[src/rtl/fir_scan_capture_if.sv]
// rtl/fir_scan_capture_if.sv - ready/valid word readout from the FIR scan capture
interface fir_scan_capture_if #(
    parameter int M = 8
);
    logic         word_valid;
    logic         word_ready;
    logic [M-1:0] word_tap;
    logic [15:0]  word_x;
    logic [25:0]  word_w;

    modport master (output word_valid, word_tap, word_x, word_w, input word_ready);
    modport slave  (input word_valid, word_tap, word_x, word_w, output word_ready);
endinterface

[src/rtl/fir_scan_capture.sv]
// rtl/fir_scan_capture.sv - scan master and deserializer for the FIR tap scan chain
module fir_scan_capture #(
    parameter int TAPS       = 256,
    parameter int M          = 8,
    parameter int FIFO_DEPTH = 4
) (
    input  logic i_clk,
    input  logic i_rst,
    input  logic i_start,
    input  logic i_fir_act,
    output logic o_scan_en,
    input  logic i_scan_in_x,
    input  logic i_scan_in_w,
    output logic o_busy,
    output logic o_done,
    output logic o_sext_err,
    fir_scan_capture_if.master word
);
    localparam int           AW       = (FIFO_DEPTH > 1) ? $clog2(FIFO_DEPTH) : 1;
    localparam int           FW       = M + 16 + 26;
    localparam logic [M-1:0] LAST_TAP = M'(TAPS - 1);
    localparam logic [M:0]   TAPS_W   = (M + 1)'(TAPS);

    typedef enum logic [2:0] {S_IDLE, S_WAIT_FIR, S_SHIFT, S_PAUSE, S_DONE} state_t;

    state_t          r_state, w_state_nxt;
    logic            r_scan_en, w_scan_en_nxt, w_start_frame;
    logic [4:0]      r_ecnt;
    logic [M:0]      r_issued, r_pushed;
    logic            r_sample_en;
    logic [4:0]      r_bcnt;
    logic [25:0]     r_sr_x, r_sr_w;
    logic            r_sext_err;
    logic [FW-1:0]   r_mem [FIFO_DEPTH];
    logic [AW-1:0]   r_wr_ptr, r_rd_ptr;
    logic [AW:0]     r_count;

    logic [25:0]     w_sr_x_nxt, w_sr_w_nxt;
    logic            w_push, w_pop, w_bp, w_boundary, w_more, w_last_push;
    logic [M-1:0]    w_tap;
    logic [FW-1:0]   w_head;
    int              w_occ;

    assign w_sr_x_nxt  = {i_scan_in_x, r_sr_x[25:1]};
    assign w_sr_w_nxt  = {i_scan_in_w, r_sr_w[25:1]};
    assign w_push      = r_sample_en && (r_bcnt == 5'd25);
    assign w_pop       = (r_count != '0) && word.word_ready;
    assign w_tap       = LAST_TAP - r_pushed[M-1:0];
    // Frames already issued but not yet pushed still need a FIFO slot.
    assign w_occ       = int'(r_count) + int'(r_issued) - int'(r_pushed);
    assign w_bp        = w_occ >= FIFO_DEPTH;
    assign w_boundary  = !r_scan_en || (r_ecnt == 5'd25);
    assign w_more      = r_issued != TAPS_W;
    assign w_last_push = w_push && (r_pushed == TAPS_W - 1'b1);

    always_comb begin
        w_state_nxt   = r_state;
        w_start_frame = 1'b0;
        case (r_state)
            S_IDLE:     if (i_start) w_state_nxt = S_WAIT_FIR;
            S_WAIT_FIR: if (!i_fir_act) w_state_nxt = S_SHIFT;
            S_SHIFT: begin
                if (w_last_push) begin
                    w_state_nxt = S_DONE;
                end else if (w_boundary && w_more) begin
                    if (w_bp) w_state_nxt = S_PAUSE;
                    else      w_start_frame = 1'b1;
                end
            end
            S_PAUSE: begin
                if (!w_bp) begin
                    w_state_nxt   = S_SHIFT;
                    w_start_frame = 1'b1;
                end
            end
            S_DONE:     w_state_nxt = S_IDLE;
            default:    w_state_nxt = S_IDLE;
        endcase
        // A frame, once started, always runs its full 26 cycles.
        w_scan_en_nxt = (r_scan_en && (r_ecnt != 5'd25)) || w_start_frame;
    end

    always_ff @(posedge i_clk) begin
        if (i_rst) begin
            r_state     <= S_IDLE;
            r_scan_en   <= 1'b0;
            r_ecnt      <= '0;
            r_issued    <= '0;
            r_pushed    <= '0;
            r_sample_en <= 1'b0;
            r_bcnt      <= '0;
            r_sr_x      <= '0;
            r_sr_w      <= '0;
            r_sext_err  <= 1'b0;
            r_wr_ptr    <= '0;
            r_rd_ptr    <= '0;
            r_count     <= '0;
        end else begin
            r_state     <= w_state_nxt;
            r_scan_en   <= w_scan_en_nxt;
            r_sample_en <= r_scan_en;
            if (r_scan_en) r_ecnt <= (r_ecnt == 5'd25) ? 5'd0 : r_ecnt + 5'd1;
            if (w_start_frame) r_issued <= r_issued + 1'b1;
            if (w_push) r_pushed <= r_pushed + 1'b1;
            if (r_sample_en) begin
                r_sr_x <= w_sr_x_nxt;
                r_sr_w <= w_sr_w_nxt;
                r_bcnt <= (r_bcnt == 5'd25) ? 5'd0 : r_bcnt + 5'd1;
            end
            if (w_push && (w_sr_x_nxt[25:16] != {10{w_sr_x_nxt[15]}})) r_sext_err <= 1'b1;
            if ((r_state == S_IDLE) && i_start) begin
                r_issued   <= '0;
                r_pushed   <= '0;
                r_sext_err <= 1'b0;
            end
            if (w_push) r_wr_ptr <= r_wr_ptr + 1'b1;
            if (w_pop)  r_rd_ptr <= r_rd_ptr + 1'b1;
            if (w_push && !w_pop)      r_count <= r_count + 1'b1;
            else if (!w_push && w_pop) r_count <= r_count - 1'b1;
        end
    end

    always_ff @(posedge i_clk) begin
        if (w_push) r_mem[r_wr_ptr] <= {w_tap, w_sr_x_nxt[15:0], w_sr_w_nxt};
    end

    assign w_head          = (r_count != '0) ? r_mem[r_rd_ptr] : '0;
    assign word.word_valid = r_count != '0;
    assign word.word_tap   = w_head[FW-1 -: M];
    assign word.word_x     = w_head[41:26];
    assign word.word_w     = w_head[25:0];

    assign o_scan_en  = r_scan_en;
    assign o_busy     = (r_state == S_WAIT_FIR) || (r_state == S_SHIFT) || (r_state == S_PAUSE);
    assign o_done     = r_state == S_DONE;
    assign o_sext_err = r_sext_err;
endmodule
[src/flat_wrapper.sv]
// flat-port wrapper written by rule: the top's interface ports become plain ports
module fir_scan_capture_flat 
#(
    parameter int TAPS       = 256,
    parameter int M          = 8,
    parameter int FIFO_DEPTH = 4
)
  (i_clk, i_rst, i_start, i_fir_act, o_scan_en, i_scan_in_x, i_scan_in_w, o_busy, o_done, o_sext_err, word_word_valid, word_word_tap, word_word_x, word_word_w, word_word_ready);
  fir_scan_capture_if #(.M(M)) word_i ();
  input  logic i_clk;
  input  logic i_rst;
  input  logic i_start;
  input  logic i_fir_act;
  output logic o_scan_en;
  input  logic i_scan_in_x;
  input  logic i_scan_in_w;
  output logic o_busy;
  output logic o_done;
  output logic o_sext_err;
  output wire logic [$bits(word_i.word_valid)-1:0] word_word_valid;
  output wire logic [$bits(word_i.word_tap)-1:0] word_word_tap;
  output wire logic [$bits(word_i.word_x)-1:0] word_word_x;
  output wire logic [$bits(word_i.word_w)-1:0] word_word_w;
  input wire logic [$bits(word_i.word_ready)-1:0] word_word_ready;
  assign word_word_valid = word_i.word_valid;
  assign word_word_tap = word_i.word_tap;
  assign word_word_x = word_i.word_x;
  assign word_word_w = word_i.word_w;
  assign word_i.word_ready = word_word_ready;
  fir_scan_capture #(.TAPS(TAPS), .M(M), .FIFO_DEPTH(FIFO_DEPTH)) u_core (.i_clk(i_clk), .i_rst(i_rst), .i_start(i_start), .i_fir_act(i_fir_act), .o_scan_en(o_scan_en), .i_scan_in_x(i_scan_in_x), .i_scan_in_w(i_scan_in_w), .o_busy(o_busy), .o_done(o_done), .o_sext_err(o_sext_err), .word(word_i));
endmodule
[config.mk]
export PLATFORM = sky130hd
export DESIGN_NAME = fir_scan_capture_flat
export DESIGN_NICKNAME = d
export VERILOG_FILES = /design/src/rtl/fir_scan_capture_if.sv /design/src/rtl/fir_scan_capture.sv /design/src/flat_wrapper.sv
export SDC_FILE = /design/constraint.sdc
export NUM_CORES = 1
export LEC_CHECK = 0
export CELL_PAD_IN_SITES_DETAIL_PLACEMENT = 1
export CELL_PAD_IN_SITES_GLOBAL_PLACEMENT = 2
export CORE_MARGIN = 1
export CORE_UTILIZATION = 44
export CTS_CLUSTER_SIZE = 28
export DETAILED_ROUTE_END_ITERATION = 16
export PLACE_DENSITY_LB_ADDON = 0.1
export SLEW_MARGIN = 20
export SYNTH_ARGS = -nofsm -noshare
export SYNTH_HDL_FRONTEND = slang
export SYNTH_SLANG_ARGS = --single-unit
export TNS_END_PERCENT = 1
[constraint.sdc]
create_clock -name i_clk -period 5.2 [get_ports i_clk]
set_input_delay 0.78 -clock i_clk [delete_from_list [all_inputs] [get_ports i_clk]]
set_output_delay 0.78 -clock i_clk [all_outputs]
set_load 0.03 [all_outputs]
==> qor.csv, run 1 <==
metric,value,unit
max-slew-margin-rel,0.3636,
grt_overflow,0,
drt_wl_total,25.46,mm
dpl_worst_slack,0.4519,ns
postCtsSetupRepairBufs,0,
syn-cell-area,12150,um2
criticalPathCategory,reg2reg,
synth_seq_cells,293,
dp_hpwl,14.93,mm
period_share,0.9068,
place_congestion,0.7986,
fin_setup_tns,0,ns
ff2ff_setup_slack,0.48,ns
rsz0062_at_grt,no,
synth.top_cell.area_share,0.4944,
antenna_found_initial,0,
grt_first_pass_wirelength,41.40,mm
htreeDepth,1,
worstSetupEndpointType,flop,
row_count,60,
leakage,4.601,nW
yosys.area.top_type,edfxtp_1,
hold_path.class,reg2reg,
path_clk_slew,0.06,ns
clkLatencyLatePin,0.55,ns
die_x,168.2,um
p_per_area,493.2,nW/um2
synth_xor_area_frac,0.01658,
r2r-start,u_core.r_count[0],
cts_tree,built,
clkSinkCount,293,
synth-compound-area-share,0.04223,
fin_crit,4.715,ns
stdcell_area,14040,um2
start_util,0.4494,
ys_warn_count,0,
timing.final.max_slew_violations,0,
setup.worst_path.end,u_core.r_issued[5],
grt_pass1_vias,7487,
worstMarginPinSlew,0.9546,ns
via_count,6925,
cap_violations,0,
core_area,27030,um2
finalHoldViolations,0,
synth.top_cells.by_area,"edfxtp_1 49%, dfxtp_1 15%, mux4_2 9.3%",
setup_viol,0,
ioPinCount,62,
fmaxAchievable,212.1,MHz
ys_seq_area_frac,0.6477,
synthAdderAreaFrac,0.03173,
yosysMostFrequentCell,edfxtp_1,
fin_skew,0.01282,ns
synth_edf_count,200,
grt_usage,0.1867,
start_kind,flop,
postCtsHoldBufs,0,
grt_max_degree,76,
setup_ws,0.4845,ns
syn-num-nets,872,
r2r_end,u_core.r_issued[5],
die_h,168.2,um
syn_inst,836,
power,6.926,mW
drc_errors,0,
crit_required,5.67,ns
async_reset_ff_frac,0,
synth_top_family_by_area,multiplexers,
synth_ff_type,edfxtp_1,
hold_ws,0.5033,ns
vias_per_cell,5.509,
synth_mux_area_frac,0.1380,
numCtsBuffers,30,
post_cts_resize_count,0,
diodes,0,
arrival,5.19,ns
peakVddDrop,0.4178,mV
port_buffers,61,
crit_start,u_core.r_count[0],
drtIter0Drc,398,
synth_cell_type_count,59,
finish.utilization,0.5196,
fin_nets,929,
dp_cells,1201,
antenna_left,0,
n_fill_cell,2594,
wl_per_cell,20.25,um
clock_path_buffers,3,
status,"complete, no violations",
finalNonFillerCells,1257,
post_dp_cell_area,13090,um2
area_growth,15.61,%
ff2ff_path_depth,19,
drive_above_1_share,0.1234,
syn_area_per_cell,14.53,um2
die-area,28270,um2
cts_root_buffer,clkbuf_16,
synth-simple-area-share,0.1008,
cp_max_fo,13,
synth_common_cells,"200 x edfxtp_1, 93 x dfxtp_1, 92 x nor2_1",
drt_pre_antenna_iters,4,
-- where the power goes --
group / leakage (nW) / total [mW] / switching [mW] / internal [mW]
combinational: 1.58 / 2.30 / 1.33 / 0.964
clock: 0.440 / 2.02 / 0.862 / 1.16
sequential: 2.59 / 2.61 / 0.106 / 2.50
-- state kept, by name (all words and copies together), names as in the netlist, named ones only --
signal and cells:
u_core.r_bcnt 5, u_core.r_rd_ptr 2, u_core.r_count 3, u_core.o_scan_en 1, u_core.r_sr_x 25, u_core.r_sr_w 25, u_core.r_issued 9, u_core.r_ecnt 5
u_core.r_state 3, u_core.r_mem 200, u_core.o_sext_err 1, u_core.r_wr_ptr 2, u_core.r_pushed 9, u_core.r_sample_en 1
-- per-layer routing --
metal | share of wire | vias up | global-route usage
met4 | 0.016 | 0 | 0.04308
met1 | 0.46 | 3561 | 0.2465
met3 | 0.026 | 35 | 0.02445
met2 | 0.50 | 87 | 0.3284
met5 | 0 | - | 0
li1 | - | 3242 | -
-- area by class of cell --
class | count | area [um2] | area share
clock buffers | 42 | 795.8 | 0.05667
clock inverters | 13 | 121.4 | 0.008643
inverters | 29 | 108.9 | 0.007752
multi-input cells | 471 | 4035 | 0.2874
flip-flops and latches | 293 | 7876 | 0.5609
well taps | 341 | 426.7 | 0.03038
repair buffers | 68 | 678.2 | 0.04829
-- critical path, stage by stage (launching register included) --
cell and delay [ns]:
dfxtp_1 0.42, ha_1 0.24, inv_1 0.07, fa_1 0.40, nor2b_1 0.12, o21ai_0 0.17, nor2_1 0.17, xor2_1 0.09
ha_1 0.42, o21ai_0 0.18, o21ai_0 0.17, o21ai_0 0.11, or2_2 0.29, ha_1 0.29, o2111a_1 0.19, o2111a_1 0.21
nand4_1 0.12, o21a_2 0.33, or4_1 0.50, a21oi_1 0.14
-- cells by family (layout without fill, tap and decap cells) --
| group | Yosys count | count (layout) |
|---|---|---|
| AOI/OAI and AO/OA | 78 | 78 |
| xor gates and xnor gates | 23 | 23 |
| adders and majority gates | 29 | 29 |
| buffers and inverters | 72 | 152 |
| DFF | 293 | 293 |
| muxes | 105 | 105 |
| and+or+nand+nor | 236 | 236 |
-- worst min path at each step --
stage,start,cells after the start,end
2_1_floorplan,u_core.r_sr_w[1],0,u_core.r_mem[0][0]
3_3_place_gp,u_core.r_sr_x[1],0,u_core.r_mem[0][26]
3_5_place_dp,u_core.r_pushed[8],2,u_core.r_pushed[8]
4_1_cts,u_core.r_pushed[8],2,u_core.r_pushed[8]
5_1_grt,u_core.r_sr_w[1],0,u_core.r_mem[3][0]
6_report,u_core.r_pushed[8],2,u_core.r_pushed[8]
-- layout by cell type, fill, tap and decap left out, types with 11 or more instances in the layout --
cell / n
and2_1: 52
mux4_2: 50
ha_1: 26
xnor2_1: 13
a21oi_1: 24
nor2_1: 92
inv_1: 29
clkdlybuf4s50_1: 60
nand4_1: 11
o21ai_0: 14
nand2_1: 16
nor3_1: 14
dfxtp_1: 90
edfxtp_1: 200
clkbuf_1: 12
clkbuf_16: 30
mux2i_1: 55
nand3_1: 11
Note: power is estimated with default switching activity, not from simulation.
==> run 2: changes to the inputs <==
--- a/config.mk
+++ b/config.mk
@@ -9,8 +9,8 @@
 export CELL_PAD_IN_SITES_GLOBAL_PLACEMENT = 2
 export CORE_MARGIN = 1
 export CORE_UTILIZATION = 44
-export CTS_CLUSTER_SIZE = 28
 export DETAILED_ROUTE_END_ITERATION = 16
+export GPL_TIMING_DRIVEN = 0
 export PLACE_DENSITY_LB_ADDON = 0.1
 export SLEW_MARGIN = 20
 export SYNTH_ARGS = -nofsm -noshare
==> qor.csv, run 2 (synthesis gave the netlist of run 1 again) <==
metric,value,unit
grt_overflow,0,
largest_reg_flops,200,
htreeDepth,1,
numCtsBuffers,31,
clock_path_buffers,3,
regMostFlops,u_core.r_mem,
drt_wl_total,25.59,mm
drt_pre_antenna_iters,4,
area_growth,17.94,%
post_dp_cell_area,13300,um2
power,7.096,mW
cts_tree,built,
drc_errors,0,
grt_pass1_vias,7578,
p_seq_frac,0.358,
finalHoldViolations,0,
fin_nets,969,
via_count,7057,
rsz0062_at_grt,no,
r2r_end,u_core.r_issued[7],
start_kind,flop,
vias_per_cell,5.433,
fin_setup_tns,0,ns
combPwrFrac,0.335,
path_clk_slew,0.06,ns
timing.final.max_slew_violations,0,
drtIter0Drc,327,
die-area,28270,um2
arrival,5.17,ns
ioPinCount,62,
die_h,168.2,um
grt_usage,0.1868,
worstSetupEndpointType,flop,
postCtsSetupRepairBufs,0,
clkSinkCount,293,
grt_max_degree,44,
place_congestion,0.7865,
setup.worst_path.end,u_core.r_issued[7],
clockPowerShare,0.307,
peakVddDrop,0.3633,mV
criticalPathCategory,reg2reg,
p_sw,2.323,mW
hold_ws,0.4961,ns
dp_cells,1242,
antenna_left,0,
p_int,4.773,mW
antenna_found_initial,1,
n_fill_cell,2636,
core_area,27030,um2
stdcell_area,14330,um2
ff2ff_path_depth,18,
postCtsHoldBufs,0,
status,"complete, no violations",
final_cell_mix,"200 x edfxtp_1, 93 x dfxtp_1, 92 x nor2_1",
fin_skew,0.009643,ns
worstMarginPinSlew,1.053,ns
finalNonFillerCells,1299,
grt_first_pass_wirelength,41.27,mm
crit_start,u_core.r_count[0],
cts_root_buffer,clkbuf_16,
setup_viol,0,
row_count,60,
fin_crit,4.744,ns
ff2ff_setup_slack,0.46,ns
final_common_cell,edfxtp_1,
clkLatencyLatePin,0.56,ns
start_util,0.4494,
period_share,0.9123,
max-slew-margin-rel,0.2885,
fmaxAchievable,210.8,MHz
largestRegisters,"u_core.r_mem (200), u_core.r_sr_w (25), u_core.r_sr_x (25)",
crit_required,5.62,ns
p_sw_frac,0.3274,
die_x,168.2,um
dp_hpwl,16.74,mm
cap_violations,0,
port_buffers,61,
hold_path.class,reg2reg,
drive_above_1_share,0.1211,
r2r-start,u_core.r_count[0],
p_per_area,495.3,nW/um2
cp_max_fo,10,
leakage,4.728,nW
wl_per_cell,19.70,um
diodes,0,
## run 2: repair_timing
action,CTS,global route
endpoints found under the setup margin,0,3
resized for setup,0,1
endpoints found under the hold margin,0,0
## run 2: worst min path at each step
| stage | start | endpoint | slack [ns] | depth (start not counted) |
|---|---|---|---|---|
| after floorplan | u_core.r_sr_w[1] | u_core.r_mem[0][0] | 0.46 | 0 |
| after global placement | u_core.r_pushed[8] | u_core.r_pushed[8] | 0.48 | 2 |
| after detailed placement | u_core.r_pushed[8] | u_core.r_pushed[8] | 0.50 | 2 |
| after CTS | u_core.r_pushed[8] | u_core.r_pushed[8] | 0.50 | 2 |
| after global routing | u_core.r_sr_w[3] | u_core.r_mem[1][2] | 0.54 | 0 |
| final | u_core.r_pushed[8] | u_core.r_pushed[8] | 0.50 | 2 |
## run 2: layout make-up
cell class,instances,area (um2),area share
sequential,293,7868,0.5492
multi-input combinational,471,4014,0.2802
clock buffer,42,857.1,0.05983
timing repair buffer,65,720.7,0.05031
tap,341,426.7,0.02978
clock inverter,16,166.4,0.01162
buffer,42,165.2,0.01153
inverter,29,108.9,0.007598
## run 2: per-layer routing
metal | global-route usage | up-vias | share of wire
li1 | - | 3325 | -
met2 | 0.3386 | 74 | 0.51
met3 | 0.02421 | 40 | 0.023
met1 | 0.2370 | 3616 | 0.44
met4 | 0.04625 | 2 | 0.021
met5 | 0 | - | 0.00051
## run 2: power by group through the flow
stage               Combinational (mW)  Sequential (mW)  Clock [mW]
floorplan                         1.55             2.58           0
global placement                  2.38             2.58           0
detailed placement                2.42             2.59           0
CTS                               2.43             2.54        2.23
global route                      2.56             2.54        2.31
finish                            2.38             2.54        2.18
## run 2: per-stage QoR
step	setup WS (ns)	util
floorplan	1.033	-
global placement	0.4467	0.4878
detailed placement	0.3347	0.4923
CTS	0.2866	0.5301
global route	0.04519	0.5301
finish	0.4559	0.5301
## run 2: worst max-delay path, stage by stage (launching register included)
cell and delay [ns]:
dfxtp_1 0.43, ha_1 0.23, inv_1 0.06, fa_1 0.40, nor2b_1 0.12, o21ai_0 0.19
xnor2_1 0.20, ha_1 0.43, o2111ai_1 0.25, and4_1 0.27, or2_2 0.29, ha_1 0.28
o2111a_1 0.17, o2111a_1 0.21, nand4_1 0.13, o21a_1 0.24, buf_2 0.21, o41ai_1 0.36
a21oi_1 0.12
==> run 3: changes to the inputs <==
--- a/config.mk
+++ b/config.mk
@@ -5,10 +5,11 @@
 export SDC_FILE = /design/constraint.sdc
 export NUM_CORES = 1
 export LEC_CHECK = 0
+export CAP_MARGIN = 30
 export CELL_PAD_IN_SITES_DETAIL_PLACEMENT = 1
 export CELL_PAD_IN_SITES_GLOBAL_PLACEMENT = 2
 export CORE_MARGIN = 1
-export CORE_UTILIZATION = 44
+export CORE_UTILIZATION = 40
 export DETAILED_ROUTE_END_ITERATION = 16
 export GPL_TIMING_DRIVEN = 0
 export PLACE_DENSITY_LB_ADDON = 0.1
==> qor.csv, run 3 (synthesis gave the netlist of run 1 again) <==
metric,value,unit
antenna_left,0,
grt_overflow,0,
fin_crit,4.723,ns
clock_path_buffers,3,
fin_nets,973,
drive_above_1_share,0.1332,
path_clk_slew,0.06,ns
period_share,0.9083,
wl_per_cell,19.52,um
hold_path.class,reg2reg,
finish.utilization,0.4843,
dpl_worst_slack,0.1484,ns
final_cell_mix,"200 x edfxtp_1, 93 x dfxtp_1, 92 x nor2_1",
cap_violations,0,
criticalPathCategory,reg2reg,
via_count,7041,
combPwrFrac,0.340,
fmaxAchievable,211.7,MHz
area_growth,18.79,%
drtIter0Drc,280,
cts_root_buffer,clkbuf_16,
fin_skew,0.008402,ns
crit_required,5.62,ns
setup_ws,0.4770,ns
start_kind,flop,
arrival,5.14,ns
postCtsHoldBufs,0,
finalNonFillerCells,1351,
final_common_cell,edfxtp_1,
p_sw,2.342,mW
drt_pre_antenna_iters,4,
post_dp_cell_area,13340,um2
leakage,4.747,nW
largestRegisters,"u_core.r_mem (200), u_core.r_sr_w (25), u_core.r_sr_x (25)",
die_x,176.3,um
core_area,29800,um2
port_buffers,61,
die-area,31070,um2
dp_cells,1291,
timing.final.max_slew_violations,0,
drc_errors,0,
largest_reg_flops,200,
clkSinkCount,293,
htreeDepth,1,
rsz0062_at_grt,no,
clockPowerShare,0.305,
dp_hpwl,17.42,mm
worstSetupEndpointType,flop,
postCtsSetupRepairBufs,0,
fin_setup_tns,0,ns
p_seq_frac,0.355,
clkLatencyLatePin,0.55,ns
p_sw_frac,0.3278,
setup_viol,0,
antenna_found_initial,1,
peakVddDrop,0.2916,mV
diodes,0,
p_int,4.804,mW
grt_first_pass_wirelength,42.09,mm
max-slew-margin-rel,0.4261,
start_util,0.4077,
regMostFlops,u_core.r_mem,
p_per_area,495.3,nW/um2
grt_max_degree,30,
place_congestion,0.7844,
cts_tree,built,
vias_per_cell,5.212,
power,7.147,mW
cp_max_fo,10,
worstMarginPinSlew,0.8608,ns
post_cts_resize_count,0,
n_fill_cell,2952,
ioPinCount,62,
drt_wl_total,26.37,mm
grt_pass1_vias,7592,
hold_ws,0.5054,ns
status,"complete, no violations",
row_count,63,
die_h,176.3,um
numCtsBuffers,31,
grt_usage,0.1756,
finalHoldViolations,0,
stdcell_area,14430,um2
-- run 3: changes by cell type in the layout (fill, tap and decap cells not counted), sizes merged --
cell	previous run	this run
buf	11	15
bufinv	3	2
clkbuf	77	82
clkinv	12	7
clkinvlp	0	1
inv	30	29
-- run 3: final cells by class --
| type | instances | area (um2) | share of cell area |
|---|---|---|---|
| plain buffers | 42 | 165.2 | 0.01145 |
| clock buffers | 47 | 915.9 | 0.06348 |
| clock inverters | 10 | 102.6 | 0.007111 |
| inverters | 29 | 108.9 | 0.007544 |
| multi-input cells | 471 | 4041 | 0.2801 |
| flip-flops and latches | 293 | 7868 | 0.5453 |
| well taps | 390 | 488.0 | 0.03382 |
| repair buffers | 69 | 739.5 | 0.05125 |
-- run 3: power by group through the flow --
stage          registers, mW  clock network [mW]  logic (mW)
2_1_floorplan           2.58                   0        1.55
3_3_place_gp            2.58                   0        2.40
3_5_place_dp            2.59                   0        2.44
4_1_cts                 2.54                2.24        2.44
5_1_grt                 2.54                2.33        2.62
6_report                2.54                2.18        2.43
-- run 3: per-layer routing --
layer  share of wire  GRT usage
met2            0.50     0.3012
met4           0.017    0.04420
met3           0.032    0.02778
met1            0.45     0.2320
met5         0.00064          0
-- run 3: worst paths after layout --
kind                      start                 end  slack (ns)  cells past startpoint
max           u_core.r_count[0]  u_core.r_issued[7]        0.48                     20
min          u_core.r_pushed[8]  u_core.r_pushed[8]        0.51                      2
max reg2reg   u_core.r_count[0]  u_core.r_issued[7]        0.48                     20
min reg2reg  u_core.r_pushed[8]  u_core.r_pushed[8]        0.51                      2
-- run 3: worst max-delay path: stages (launching register included) --
cell	delay [ns]
dfxtp_1	0.43
ha_1	0.24
inv_1	0.07
fa_1	0.40
nor2b_1	0.13
o21ai_1	0.15
nor2_1	0.15
xor2_1	0.10
ha_2	0.41
o21ai_0	0.15
o21ai_1	0.17
o21ai_0	0.13
or2_2	0.29
ha_1	0.28
o2111a_1	0.19
o2111a_1	0.20
nand4_1	0.15
o21a_1	0.25
buf_2	0.22
o41ai_2	0.38
a21oi_1	0.11
